File: config.mk
export PLATFORM = sky130hd
export DESIGN_NAME = mem_access_unit
export DESIGN_NICKNAME = d
export VERILOG_FILES = /design/src/rtl/mem_access_unit.sv
export SDC_FILE = /design/constraint.sdc
export NUM_CORES = 1
export LEC_CHECK = 0
export CAP_MARGIN = 20
export CORE_MARGIN = 10
export CORE_UTILIZATION = 47
export CTS_CLUSTER_SIZE = 8
export DETAILED_ROUTE_END_ITERATION = 6
export PLACE_DENSITY = 0.95
export SLEW_MARGIN = 20
export SYNTH_ARGS = -nofsm -noshare
export SYNTH_HDL_FRONTEND = slang
export SYNTH_SLANG_ARGS = --single-unit
export TNS_END_PERCENT = 30
File: constraint.sdc
create_clock -name clk -period 4.6 [get_ports clk]
set_input_delay 0.92 -clock clk [delete_from_list [all_inputs] [get_ports clk]]
set_output_delay 0.92 -clock clk [all_outputs]
set_load 0.01 [all_outputs]
File: src/rtl/mem_access_unit.sv
// mem_access_unit: MEM-stage load/store sequencer onto a single-word data bus with ack handshake.
// Optional MEM_ALIGN_CHECK_EN: misaligned halfword/word accesses skip the bus and pulse misalign.
module mem_access_unit (
    input  logic        clk,
    input  logic        rst_n,
    input  logic        mem_rd,
    input  logic        mem_wr,
    input  logic [2:0]  funct3,
    input  logic [31:0] addr,
    input  logic [31:0] wdata,
    output logic        bus_req,
    output logic        bus_we,
    output logic [31:0] bus_addr,
    output logic [31:0] bus_wdata,
    output logic [3:0]  bus_wstrb,
    input  logic        bus_ack,
    input  logic [31:0] bus_rdata,
    output logic [31:0] DRAMRd,
    output logic        mem_stall,
    output logic        mem_done,
    output logic        misalign
);
    typedef enum logic [1:0] {IDLE, BUS, DONE} state_t;

    state_t      state_q;
    logic [31:0] addr_q, wdata_q, dram_q;
    logic [2:0]  f3_q;
    logic        we_q, mis_q;
    logic        req, req_we, req_mis, in_bus;
    logic [7:0]  rb;
    logic [15:0] rh;
    logic [31:0] ld_fmt, st_wdata;
    logic [3:0]  st_strb;
    logic [1:0]  st_sz;

    // 0 = byte, 1 = halfword, 2 = word; loads x00/x01 are byte/half, stores only 000/001
    function automatic logic [1:0] size_of(input logic st, input logic [2:0] f3);
        if (st) return (f3 == 3'b000) ? 2'd0 : (f3 == 3'b001) ? 2'd1 : 2'd2;
        return (f3[1:0] == 2'b00) ? 2'd0 : (f3[1:0] == 2'b01) ? 2'd1 : 2'd2;
    endfunction

    assign req    = mem_rd | mem_wr;
    assign req_we = mem_wr & ~mem_rd;

`ifdef MEM_ALIGN_CHECK_EN
    logic [1:0] req_sz;
    assign req_sz  = size_of(req_we, funct3);
    assign req_mis = (req_sz == 2'd1 && addr[0]) || (req_sz == 2'd2 && addr[1:0] != 2'b00);
`else
    assign req_mis = 1'b0;
`endif

    assign rb     = bus_rdata[{addr_q[1:0], 3'b000} +: 8];
    assign rh     = bus_rdata[{addr_q[1], 4'b0000} +: 16];
    assign ld_fmt = (f3_q == 3'b000) ? {{24{rb[7]}}, rb} :
                    (f3_q == 3'b001) ? {{16{rh[15]}}, rh} :
                    (f3_q == 3'b100) ? {24'd0, rb} :
                    (f3_q == 3'b101) ? {16'd0, rh} : bus_rdata;

    assign st_sz    = size_of(1'b1, f3_q);
    assign st_strb  = (st_sz == 2'd0) ? 4'b0001 << addr_q[1:0] :
                      (st_sz == 2'd1) ? (addr_q[1] ? 4'b1100 : 4'b0011) : 4'b1111;
    assign st_wdata = (st_sz == 2'd0) ? {4{wdata_q[7:0]}} :
                      (st_sz == 2'd1) ? {2{wdata_q[15:0]}} : wdata_q;

    assign in_bus    = (state_q == BUS);
    assign bus_req   = in_bus;
    assign bus_we    = in_bus & we_q;
    assign bus_addr  = in_bus ? {addr_q[31:2], 2'b00} : 32'd0;
    assign bus_wdata = (in_bus & we_q) ? st_wdata : 32'd0;
    assign bus_wstrb = (in_bus & we_q) ? st_strb : 4'd0;
    assign mem_done  = (state_q == DONE);
    assign misalign  = mem_done & mis_q;
    assign mem_stall = in_bus | ((state_q == IDLE) & req);
    assign DRAMRd    = dram_q;

    always_ff @(posedge clk or negedge rst_n) begin
        if (!rst_n) begin
            state_q <= IDLE;
            addr_q  <= 32'd0;
            wdata_q <= 32'd0;
            dram_q  <= 32'd0;
            f3_q    <= 3'd0;
            we_q    <= 1'b0;
            mis_q   <= 1'b0;
        end else begin
            case (state_q)
                IDLE: if (req) begin
                    addr_q  <= addr;
                    f3_q    <= funct3;
                    wdata_q <= wdata;
                    we_q    <= req_we;
                    mis_q   <= req_mis;
                    state_q <= req_mis ? DONE : BUS;
                end
                BUS: if (bus_ack) begin
                    state_q <= DONE;
                    if (!we_q) dram_q <= ld_fmt;
                end
                default: state_q <= IDLE;
            endcase
        end
    end
endmodule
==> key figures <==
Outcome
  – Status: complete, no violations

Hold path
  – Hold path start: DRAMRd[17]
  – HP Class: register to register
  – Hold Crit Depth: 2
  – Worst Hold Path EP: DRAMRd[17]

Global route
  – Gr usage total: 21.4%
  – Largest net degree at the start of global routing: 66
  – Remaining Overflow, GRT: 0
  – Global-route wire length before repair: 26800 um
  – Initial antenna violation count: 0
  – Vias in the first global route: slightly below 5000

Setup path
  – Crit path launch type: register
  – Worst Setup Path Type: register to primary output
  – Internal reg-to-reg setup slack: 2.32 ns
  – Worst flop-to-flop path endpoint: wdata_q[16]
  – Max Fanout on Critical Path: 11
  – R2R depth: 4
  – CP Data Arrival Time: 2.70 ns
  – Reg2reg start: state_q[1]
  – Critical path data required time: roughly 3.7 ns
  – Type of destination of the critical path: primary output

Timing
  – Post-route minimum period: 3.62 ns
  – Final Hold Fails: 0
  – TNS Setup: 0 ns
  – Final setup vio count: 0
  – Slew Viols, Final: 0
  – Worst Setup Slack, final: 0.978 ns
  – Final Cycle Share: between 70 and 80%
  – FMAX: roughly 0.28 GHz
  – RSZ-0062 raised after global routing: false
  – Rel. slew slack: 36.0%
  – Clock Skews: 0.0112 ns
  – Tightest Pin Transition: between 0.9 and 1 ns

Synth
  – #FFs+latches synth: 102
  – Yosys Warn Count: 0
  – Synth Flop Type: dfrtp_1
  – Post-synth EDFFs: 0
  – FFs w/ async S/R, synth: 100%
  – Mean post-synth cell area: 10.5 um2
  – Synth unique cells: 45
  – Post-Syn Instances: 488
  – Syn Std Cell Area: 5150 um2
  – Register area share after synthesis: 49.6%

Finish
  – Non-Filler Instances: ~800
  – Fin util: 68.9%
  – Commonest non-fill, non-tap cells in the layout: clkdlybuf4s50_1, dfrtp_1, mux2_2, nand2_1, nand3_1
  – Diode count: 0
  – Layout cells sized above 1: between 10% and 20%
  – Nets@finish: around 770
  – Commonest non-fill, non-tap cell in the layout: clkdlybuf4s50_1
  – Area Growth Syn to Fin: 44.5%
  – Fill cells: 811

Drt
  – Vias: 4648
  – Final WL: 17200 um
  – DRT Pass-1 Iters: 6
  – Residual DRC: 0
  – Post-route ant nets: 0
  – DRT iter0 DRCs: 661
  – Per-cell routed wire length: about 21 um
  – Vias/cell: about 5.7

Clock network
  – CTS Buf Count: 9
  – Worst-Skew Late Latency: 0.37 ns
  – CTS tree: done
  – Reg clk slew, reported paths: 0.10 ns
  – Clock Sink Count: 102
  – Bufs on Longest Clock Path: 2
  – Setup bufs post-CTS: 0
  – CTS Root Cell: clkbuf_8
  – Hold_buf cts: 0
  – H-tree depth: 3
  – Post-cts resize count: 0

Floorplan
  – Core box area: 10800 um2
  – Die Height: around 120 um
  – I/O pin total: 209
  – Die area: 15500 um2
  – Starting Density: 47.7%
  – Die width: between 100 and 150 um
  – Row count: 38

Power
  – LEAKAGE: 3.08 nW
  – P per Cell Area: 678 nW/um2
  – Worst vdd ir: about 0.35 mV
  – Total power: 5.04 mW

Placement
  – Dpl cells: ~800
  – Post-Place Worst Slack: 1.41 ns
  – GPL Wtd Cong: a little over 0.9
  – DP Wirelength: 13100 um
  – # port buffers: 205

Job
  – Max-Cap Viols: 0
==> area by class of cell <==
type	count	area [um2]	area share [%]
Timing Repair Buffer	212	2100	28.3
Clock inverter	7	113	1.51
Multi-Input combinational cell	342	2360	31.7
Clock buffer	9	124	1.67
Sequential cell	102	2550	34.3
Inverter	3	11.3	0.151
Tap cell	140	175	2.36
==> sequential cells by signal, indices dropped and copies added, names as in the netlist <==
signal   count
DRAMRd      32
wdata_q     32
f3_q         3
state_q      2
we_q         1
addr_q      32
==> Yosys cell counts, types with 2 or more instances <==
cell      number  share of area, %
buf_4         11               1.6
buf_2         13               1.3
nor2b_1        4              0.49
buf_6          2              0.44
a21oi_1       23               2.2
inv_1          3              0.22
nand2_1       60               4.4
nand3b_1       8               1.2
mux2_2        67                15
a221o_1        6               1.2
mux2i_1        8               1.6
and2_1        31               3.8
and3_1         8              0.97
nand2b_1       3              0.36
a211oi_1       8               1.2
nor2_1        23               1.7
nand3_1       46               4.5
clkbuf_1      16               1.2
dfrtp_1      102                50
a32oi_1        7               1.2
a31oi_1       15               1.8
==> where the power goes <==
group | internal, mW | total, mW | switching [mW]
combinational | 1.42 | 2.65 | 1.23
sequential | 1.34 | 1.72 | 0.388
clock | 0.359 | 0.670 | 0.311
==> how the worst max path moves through the flow <==
stage,from,end,depth (start not counted)
floorplan,f3_q[1],bus_wdata[30],5
global placement,mem_wr,mem_stall,4
detailed placement,we_q,bus_wdata[28],3
CTS,we_q,bus_wdata[28],3
global route,we_q,bus_wdata[28],3
finish,f3_q[0],bus_wdata[12],4
==> metal layers <==
layer / global-route usage (%) / wire length (um) / up-vias
met5: 0 / 0 / -
met4: 8.50 / 557 / 0
met3: 8.98 / 1950 / 48
met2: 35.6 / 8400 / 294
met1: 23.8 / 6330 / 2234
li1: - / - / 2072
==> stage by stage <==
step / instance area, um2 / hold slack (ns)
after floorplan: 5150 / 0.472
final: 7440 / 0.503
after global routing: 7440 / 0.516
after CTS: 7440 / 0.505
after global placement: 7200 / 0.475
after detailed placement: 7200 / 0.482
==> worst max-delay path, cell delays in order (launching register included) <==
cell             delay, ns
dfrtp_1               0.59
nor3_2                0.72
nand2_1               0.16
a21oi_1               0.26
clkdlybuf4s50_1       0.61
==> logic make-up (layout without fill, tap and decap cells) <==
logic type	count (synthesis)	in the layout	share of synthesized area (%)
AO/OA/AOI/OAI	70	70	9.73
buffers and inverters	46	231	4.77
flip-flops	102	102	49.6
multiplexers	77	77	16.9
AND/OR/NAND/NOR	192	192	18.9
other	1	3	0.0729
(Power assumes the default switching activity.)
